### src/rtl/ascii_disp_pkg.sv
// Shared types for the seven-segment ASCII display path.
// Holds the blank code, the scroll state type and the case-fold helper.
package ascii_disp_pkg;

   typedef logic [7:0] ascii_t;

   localparam ascii_t ASCII_BLANK = 8'h20;

   typedef enum logic [1:0] {
      IDLE,
      SCROLL,
      FLUSH
   } scroll_state_t;

   function automatic ascii_t fold_case(input ascii_t c);
      return (c >= 8'h61 && c <= 8'h7A) ? ascii_t'(c - 8'h20) : c;
   endfunction

endpackage

### src/rtl/char_fifo.sv
// char_fifo: synchronous character buffer with occupancy count and full/empty flags.
// Latency: a pushed character is visible at head_dat the cycle after the push.
// Backpressure: full blocks pushes, empty blocks pops; flush empties in one cycle.
module char_fifo
   import ascii_disp_pkg::*;
#(
   parameter int DEPTH = 16
) (
   input  logic   clk,
   input  logic   rst_n,
   input  logic   flush,
   input  logic   push,
   input  ascii_t push_dat,
   input  logic   pop,
   output ascii_t head_dat,
   output logic   full,
   output logic   empty
);

   localparam int            AW       = $clog2(DEPTH);
   localparam logic [AW:0]   FULL_CNT = (AW + 1)'(DEPTH);

   ascii_t          mem [DEPTH];
   logic [AW-1:0]   wr_ptr;
   logic [AW-1:0]   rd_ptr;
   logic [AW:0]     count;
   logic            push_ok;
   logic            pop_ok;

   assign full     = (count == FULL_CNT);
   assign empty    = (count == '0);
   assign push_ok  = push && !full;
   assign pop_ok   = pop && !empty;
   assign head_dat = mem[rd_ptr];

   always_ff @(posedge clk) begin
      if (push_ok)
         mem[wr_ptr] <= push_dat;
   end

   always_ff @(posedge clk or negedge rst_n) begin
      if (!rst_n) begin
         wr_ptr <= '0;
         rd_ptr <= '0;
         count  <= '0;
      end else if (flush) begin
         wr_ptr <= '0;
         rd_ptr <= '0;
         count  <= '0;
      end else begin
         if (push_ok)
            wr_ptr <= wr_ptr + 1'b1;
         if (pop_ok)
            rd_ptr <= rd_ptr + 1'b1;
         case ({push_ok, pop_ok})
            2'b10:   count <= count + 1'b1;
            2'b01:   count <= count - 1'b1;
            default: count <= count;
         endcase
      end
   end

endmodule

### src/rtl/ascii_scroll_ctrl.sv
// ascii_scroll_ctrl: buffers ASCII characters and scrolls them right-to-left across the digits.
// Latency: first character lands on digit 0 TICK_DIV cycles after start; one step per TICK_DIV cycles.
// Backpressure: char_ready = buffer not full; define ASCII_CASE_FOLD_EN to upper-case letters on write.
module ascii_scroll_ctrl
   import ascii_disp_pkg::*;
#(
   parameter int NUM_DIGITS = 6,
   parameter int FIFO_DEPTH = 16,
   parameter int TICK_DIV   = 25000000
) (
   input  logic                    clk,
   input  logic                    rst_n,
   input  logic [7:0]              char_data,
   input  logic                    char_valid,
   output logic                    char_ready,
   input  logic                    start,
   input  logic                    clear,
   output logic                    busy,
   output logic                    done,
   output logic [NUM_DIGITS*8-1:0] digit_codes
);

   localparam int            PW         = (TICK_DIV > 1) ? $clog2(TICK_DIV) : 1;
   localparam int            BW         = $clog2(NUM_DIGITS + 1);
   localparam logic [PW-1:0] TICK_LAST  = PW'(TICK_DIV - 1);
   localparam logic [BW-1:0] BLANK_LAST = BW'(NUM_DIGITS);

   scroll_state_t  state;
   scroll_state_t  state_nxt;
   logic [PW-1:0]  presc;
   logic [BW-1:0]  blank_cnt;
   logic [BW-1:0]  blank_nxt;
   ascii_t         digit [NUM_DIGITS];
   ascii_t         wr_char;
   ascii_t         head;
   ascii_t         shift_in;
   logic           full;
   logic           empty;
   logic           push;
   logic           pop;
   logic           tick;
   logic           step;
   logic           done_nxt;

`ifdef ASCII_CASE_FOLD_EN
   assign wr_char = fold_case(char_data);
`else
   assign wr_char = char_data;
`endif

   assign char_ready = !full;
   assign push       = char_valid && char_ready && !clear;
   assign tick       = (state != IDLE) && (presc == TICK_LAST);

   char_fifo #(
      .DEPTH (FIFO_DEPTH)
   ) u_fifo (
      .clk      (clk),
      .rst_n    (rst_n),
      .flush    (clear),
      .push     (push),
      .push_dat (wr_char),
      .pop      (pop),
      .head_dat (head),
      .full     (full),
      .empty    (empty)
   );

   always_ff @(posedge clk or negedge rst_n) begin
      if (!rst_n)
         state <= IDLE;
      else
         state <= state_nxt;
   end

   always_comb begin
      state_nxt = state;
      step      = 1'b0;
      pop       = 1'b0;
      shift_in  = ASCII_BLANK;
      blank_nxt = blank_cnt;
      done_nxt  = 1'b0;
      unique case (state)
         IDLE: begin
            if (start)
               state_nxt = SCROLL;
         end
         SCROLL: begin
            if (tick) begin
               step = 1'b1;
               if (!empty) begin
                  shift_in = head;
                  pop      = 1'b1;
               end else begin
                  blank_nxt = BW'(1);
                  state_nxt = FLUSH;
               end
            end
         end
         FLUSH: begin
            if (tick) begin
               step      = 1'b1;
               blank_nxt = blank_cnt + 1'b1;
               if (blank_nxt == BLANK_LAST) begin
                  state_nxt = IDLE;
                  done_nxt  = 1'b1;
               end
            end
         end
         default: state_nxt = IDLE;
      endcase
      // Abort outranks everything, including a step landing in the same cycle.
      if (clear) begin
         state_nxt = IDLE;
         step      = 1'b0;
         pop       = 1'b0;
         blank_nxt = '0;
         done_nxt  = 1'b0;
      end
   end

   always_ff @(posedge clk or negedge rst_n) begin
      if (!rst_n) begin
         presc     <= '0;
         blank_cnt <= '0;
         busy      <= 1'b0;
         done      <= 1'b0;
      end else begin
         presc     <= (clear || state == IDLE || tick) ? '0 : presc + 1'b1;
         blank_cnt <= blank_nxt;
         busy      <= (state_nxt != IDLE);
         done      <= done_nxt;
      end
   end

   always_ff @(posedge clk or negedge rst_n) begin
      if (!rst_n) begin
         for (int i = 0; i < NUM_DIGITS; i++)
            digit[i] <= ASCII_BLANK;
      end else if (clear) begin
         for (int i = 0; i < NUM_DIGITS; i++)
            digit[i] <= ASCII_BLANK;
      end else if (step) begin
         for (int i = NUM_DIGITS - 1; i > 0; i--)
            digit[i] <= digit[i-1];
         digit[0] <= shift_in;
      end
   end

   for (genvar g = 0; g < NUM_DIGITS; g++) begin : g_out
      assign digit_codes[g*8 +: 8] = digit[g];
   end

endmodule

### config.mk
export PLATFORM = sky130hd
export DESIGN_NAME = ascii_scroll_ctrl
export DESIGN_NICKNAME = d
export VERILOG_FILES = /design/src/rtl/ascii_disp_pkg.sv /design/src/rtl/char_fifo.sv /design/src/rtl/ascii_scroll_ctrl.sv
export SDC_FILE = /design/constraint.sdc
export NUM_CORES = 1
export LEC_CHECK = 0
export ABC_AREA = 1
export CAP_MARGIN = 20
export CORE_MARGIN = 1
export CORE_UTILIZATION = 40
export CTS_BUF_LIST = sky130_fd_sc_hd__clkbuf_8
export CTS_CLUSTER_SIZE = 20
export DETAILED_ROUTE_END_ITERATION = 6
export DONT_BUFFER_PORTS = 1
export GPL_TIMING_DRIVEN = 1
export SKIP_LAST_GASP = 1
export SYNTH_ARGS = -nofsm -noshare
export SYNTH_HDL_FRONTEND = slang
export SYNTH_HIERARCHICAL = 1
export SYNTH_SLANG_ARGS = --single-unit
### constraint.sdc
create_clock -name clk -period 3.3 [get_ports clk]
set_input_delay 0 -clock clk [delete_from_list [all_inputs] [get_ports clk]]
set_output_delay 0 -clock clk [all_outputs]
set_load 0.02 [all_outputs]
=== Word-level counts from Yosys, hierarchy flattened ===
Memory sizes are Yosys's and may differ from the RTL's.
Index checks and enable logic that the tools add are counted.

* Register bits: 93
* Bits in writable memories: 128
* Bits of input ports: 13
* Output and inout port bits: 51
* Memories: 1

{| class="wikitable"
|+ Memory list
! memory !! words !! width !! rd ports !! clocked after Yosys merged registers in !! write ports !! line !! RTL
|-
| u_fifo.mem || 16 || 8 || 1 || 0 || 1 || char_fifo.sv:23 || <nowiki>ascii_t mem [DEPTH];</nowiki>
|}

* Add/subtract/negate cells: 6
* Equality and inequality tests: 10
* Multiplexer cells: 37
* Reduce and logical (&&, ||, !) cells: 21

{| class="wikitable"
|+ Operators with widths
! operator !! number
|-
| 48-bit 2-to-1 mux || 2
|-
| 25-bit by 1-bit adder with 25-bit output (second input constant) || 1
|-
| 25-bit == test (second input constant) || 1
|-
| 25-bit 2-to-1 mux || 1
|-
| 8-bit 2-to-1 mux || 3
|-
| 4-bit 2-to-1 mux || 4
|-
| 1-bit 2-to-1 mux || 13
|-
| 2-bit 2-to-1 mux || 6
|-
| 3-bit 2-to-1 mux || 4
|-
| 5-bit case mux with 2 select lines || 1
|-
| 2-bit nonzero test || 5
|-
| 3-bit inequality test (second input constant) || 3
|-
| 4-bit by 1-bit adder with 4-bit output (second input constant) || 2
|-
| 2-bit case mux with 3 select lines || 1
|-
| 3-bit case mux with 2 select lines || 1
|-
| 3-bit nonzero test || 2
|-
| 5-bit by 1-bit adder with 5-bit output (second input constant) || 1
|-
| 5-bit == test (second input constant) || 1
|-
| 1-bit logical AND || 5
|-
| 5-bit zero test || 1
|-
| 5-bit 2-to-1 mux || 1
|-
| 5-bit by 1-bit subtractor with 5-bit output (second input constant) || 1
|-
| 2-bit by 1-bit == test with 1-bit output (second input constant) || 2
|-
| 2-bit == test (second input constant) || 2
|-
| other kinds (7) || 10
|}

=== Longest topological paths before layout ===
* Depth in word-level cells: 9
* Depth in mapped cells: 21
* Mapped depth without buffers: 21

=== Cells and area by module ===
The synthesis kept the hierarchy.

{| class="wikitable"
|+ By module, submodules not included
! module !! instances !! cells each !! area each (um^2)
|-
| char_fifo || 1 || 474 || 5,916.9
|-
| ascii_scroll_ctrl || 1 || 492 || 4,093.9
|}

=== Worst setup path before layout ===
OpenSTA, ideal clock, no wires.

* Path type: register -> register
* From: reg state[0]
* To: reg u_fifo.count[4]
* Library setup time: 117 ps
* Arrival time: 2,470 ps
* Path slack: 712 ps
* Cell stages (with the launch flop): 22
* Clock period less this slack: 2,588 ps
* Path through: dfrtp_1 -> inv_1 -> ha_1 -> inv_1 -> nand2_1 -> nor2_2 -> nand3_4 -> nor3_2 -> nand2_4 -> inv_4 -> nand2_4 -> nand2_1 -> nand2_1 -> inv_2 -> ha_1 -> inv_1 -> nand2_1 -> nand3_2 -> nand2_1 -> nand2_1 -> nand3_1 -> nand2_1

* Cells in the longest elaborated chain, start to end: 9
* Elaborated cells on any way between the ends: 12

{| class="wikitable"
|+ RTL lines
! element !! line !! RTL
|-
| from (decl) || ascii_scroll_ctrl.sv:28 || <nowiki>scroll_state_t state;</nowiki>
|-
| from (signal assigned) || ascii_scroll_ctrl.sv:73 || <nowiki>state <= state_nxt;</nowiki>
|-
| 2-bit nonzero test || ascii_scroll_ctrl.sv:53 || <nowiki>assign tick = (state != IDLE) && (presc == TICK_LAST);</nowiki>
|-
| 1-bit logical AND || ascii_scroll_ctrl.sv:53 ||
|-
| 1-bit 2-to-1 mux || ascii_scroll_ctrl.sv:89 || <nowiki>if (tick) begin</nowiki>
|-
| 1-bit 2-to-1 mux (*) || ascii_scroll_ctrl.sv:83 || <nowiki>unique case (state)</nowiki>
|-
| 1-bit 2-to-1 mux (*) || ascii_scroll_ctrl.sv:113 || <nowiki>if (clear) begin</nowiki>
|-
| net pop || ascii_scroll_ctrl.sv:40 || <nowiki>logic pop;</nowiki>
|-
| 1-bit logical AND (*) || char_fifo.sv:33 || <nowiki>assign pop_ok = pop && !empty;</nowiki>
|-
| 2-bit by 1-bit == test with 1-bit output / 2-bit == test (equally long branches) || char_fifo.sv:55 || <nowiki>case ({push_ok, pop_ok})</nowiki>
|-
| 5-bit case mux with 2 select lines || char_fifo.sv:55 ||
|-
| 5-bit 2-to-1 mux || char_fifo.sv:46 || <nowiki>end else if (flush) begin</nowiki>
|-
| to (signal assigned) || char_fifo.sv:56 || <nowiki>2'b10: count <= count + 1'b1;</nowiki>
|-
| to (signal assigned) || char_fifo.sv:57 || <nowiki>2'b01: count <= count - 1'b1;</nowiki>
|-
| to (signal assigned) || char_fifo.sv:58 || <nowiki>default: count <= count;</nowiki>
|-
| to (decl) || char_fifo.sv:26 || <nowiki>logic [AW:0] count;</nowiki>
|}

Mark *: on every way through the listed nets, which the timed path passes. The rest lies on a longest branch.
A chain may end at the register's enable or synchronous reset.

=== Final worst setup path ===
Ends and elaborated chain as after synthesis.

==> qor.txt <==
root buf cell -> clkbuf_8
num rows -> 57
total CTS buffers -> 38
met2 usage -> 27.6%
Total Neg Setup Slack -> 0 ps
cell repeated most along the worst path -> nand2_1
Clock Sinks -> 221
met1 usage -> 25.4%
Port Buffers -> 0
Max Root-Sink Buffers -> 3
Worst Skew -> 22.1 ps
Critical Path AT -> 3020 ps
initial antenna violation count -> 0
vias in the first global route -> 6,585
max incr delay on CP -> 370 ps
Post-synth top flop -> edfxtp_1
io pins -> 64
Slew Limit Fails -> 0
DIE AREA -> 25,700 sq um
largest net degree at the start of global routing -> 94
total wire length -> 22.6 mm
pwr dens -> 490 nW/um^2
vias post-DR -> 6,856
GR peak layer -> met2
met3 usage -> 3.40%
multi-input logic area -> 3320 sq um
Min Hold Slack -> 89.5 ps
Final HPWL DP -> 14.2 mm
FFs w/ async S/R, synth -> 42.1%
layout cells sized above 1 -> 12.9%
WP data required -> 3710 ps
crit path max fanout -> 6
Crit Path Class -> flop to flop
Die H -> 160 um
Setup Fix Bufs, Post-CTS -> 0
Residual DRC -> 0
Via density -> 5.09
register area share after synthesis -> 61.7%
initial drt markers -> 548
Netlist Area Pre-Place -> 10,000 sq um
clk_lat worst skew -> 520 ps
Synth Warn # -> 6
min Tclk post-route -> 2610 ps
top post-synthesis cells by area -> edfxtp_1, dfrtp_1, nand2_1, nor2_1, o21ai_0
max-cap violations -> 0
Final ANT Viol Nets -> 0
first-pass GRT wire length -> 36.1 mm
FMAX -> 383 MHz
largest area contributor in the netlist -> edfxtp_1
Syn Inst Count -> 966
Nets -> 1,023
post-synthesis mux area share -> 0%
Reg area -> 6180 sq um
most frequent cell after synthesis -> nand2_1
grt ovf -> 0
CTS tree -> built
final period utilization -> 79.2%
Core Box Area -> 24,500 sq um
clock slew at reported path FFs -> 60 ps
CP startpoint kind -> flop
DR pass1 iterations -> 5
Critical Path End Type -> flop
Synth-to-Final Area Change -> 12.1%
worst min path class -> input port to async pin
top cells by count, synth -> nand2_1, nor2_1, edfxtp_1
slew margin rel. -> 51.5%
Adder-Cell Fraction of Synth Area -> 1.75%
Worst path slowest cell -> dfrtp_1
status -> completed
largest family of logic cells by synthesized area -> simple AND/OR/NAND/NOR gates
fillers -> 2,300
Max VDD drop -> 0.305 mV
complex-gate fraction of the synthesized area -> 9.82%
Total Routing Usage GR -> 17.8%
top-area cell type share of the netlist area -> 38.4%
#FFs+latches synth -> 221
count of flip-flops with a built-in enable after synthesis -> 128
XOR/XNOR Fraction of Synth Area -> 1.22%
Pleak -> 4.43 nW
worst slew pin tran -> 725 ps
Final GP Congestion -> 0.862
Synth Net Count -> 993
Netlist cell types -> 47
critical-path cell list -> inv_1 -> ha_1 -> inv_1 -> nand2_1 -> nor2_2 -> nand3_4 -> nor3_2 -> nand2_4 -> inv_4 -> nand3_2 -> nand2_1 -> inv_2 -> ha_1 -> inv_1 -> nand2_1 -> nand3_2 -> nand3_1 -> nand3_1 -> nand2_1
RSZ-0062 raised after global routing -> no
final setup violation count -> 0
chip width -> 160 um
Post-Synth Simple-Gate Area -> 20.4%
routed len/inst -> 16.8 um
Fin. Hold Viols -> 0
H-tree levels -> 2
Initial Util -> 40.9%
cts repair resizes -> 0
Mapped Avg Cell Area -> 10.4 sq um
[worst max-delay path: cells and delay by family, from the launching register on]
kind	cells	cell delay, ps
buffers and inverters	5	440
DFF	1	370
adders and majority gates	2	370
and+or+nand+nor	12	1320
[worst paths after layout]
path	start	endpoint	slack, ps	depth (start not counted)
min reg2reg	presc[4]$_DFF_PN0_	presc[4]$_DFF_PN0_	510	1
max reg2reg	state[0]$_DFF_PN0_	u_fifo/count[4]$_DFFE_PN0P_	690	19
min	rst_n	presc[8]$_DFF_PN0_	90	2
min in group clk	clear	done$_DFF_PN0_	410	3
max	state[0]$_DFF_PN0_	u_fifo/count[4]$_DFFE_PN0P_	690	19
max in group asynchronous	rst_n	u_fifo/rd_ptr[0]$_DFFE_PN0P_	2840	2
[stage by stage]
stage | worst slack [ps] | instances | total power, mW | util (%) | area, sq um
after floorplan | 712 | 966 | 3.14 | - | 10000
after global placement | 736 | 1265 | 3.17 | 42.2 | 10300
after detailed placement | 695 | 1265 | 3.16 | 42.2 | 10300
after CTS | 672 | 1345 | 5.58 | 45.9 | 11200
after global routing | 391 | 1345 | 5.71 | 45.9 | 11200
final | 687 | 1346 | 5.50 | 45.9 | 11200
[cells in the final DEF (no fill, tap or decap), types with 2 or more instances in the layout]
| master | instances |
|---|---|
| nand2_1 | 163 |
| nor2_1 | 151 |
| edfxtp_1 | 128 |
| dfrtp_1 | 86 |
| o21ai_0 | 82 |
| inv_1 | 77 |
| nand3_1 | 68 |
| clkbuf_8 | 46 |
| o221ai_1 | 22 |
| buf_4 | 18 |
| nor3_1 | 17 |
| nand3_2 | 14 |
| ha_1 | 14 |
| dlygate4sd3_1 | 13 |
| a21oi_1 | 11 |
| xor2_1 | 10 |
| o22ai_1 | 10 |
| o211ai_1 | 10 |
| inv_2 | 8 |
| o31ai_2 | 6 |
| dfstp_2 | 6 |
| nor2_2 | 5 |
| nand2_2 | 5 |
| nand2_4 | 5 |
| nor2_4 | 4 |
| xnor2_1 | 4 |
| nand4_1 | 3 |
| a211oi_1 | 3 |
| nor2_8 | 3 |
| o21ai_1 | 3 |
| clkinv_1 | 3 |
| nor3b_1 | 2 |
| a22oi_1 | 2 |
| inv_6 | 2 |
| clkinv_2 | 2 |
| o21a_1 | 2 |
[cell families (layout without fill, tap and decap cells)]
group	after synthesis	after routing
compound gates	156	156
xor+xnor	14	14
simple gates	444	444
other cells	0	1
fa+ha+maj	14	14
flops	221	221
buf+inv	117	172
[final cells by class]
| cell class | instances | share of cell area (%) |
|---|---|---|
| Clock inverter | 19 | 0.702 |
| Multi-Input combinational cell | 628 | 29.6 |
| Sequential cell | 221 | 55.1 |
| Clock buffer | 46 | 5.64 |
| Inverter | 74 | 2.54 |
| Timing Repair Buffer | 33 | 2.79 |
| Tap cell | 324 | 3.61 |
| Antenna cell | 1 | 0.0223 |
[sequential cells by signal, summed over array words and instances (netlist names)]
signal         flops
u_fifo/mem       128
digit_codes       48
presc             25
u_fifo/count       5
u_fifo/rd_ptr      4
u_fifo/wr_ptr      4
blank_cnt          3
state              2
busy               1
done               1
[power breakdown]
group          internal (mW)  switching [mW]
registers               2.95          0.0177
logic                 0.0564           0.160
clock network           1.25            1.06
[layer usage]
layer	part of all wire (%)	vias up
met5	0	-
li1	-	3368
met4	1.9	0
met2	45	177
met3	5.7	39
met1	47	3272
[repair_timing]
item | CTS | global route
endpoints found under the setup margin | 0 | 0
hold buffers | 15 | 0
hold endpoints to repair | 270 | 0
Power figures use the tool's default switching activity.
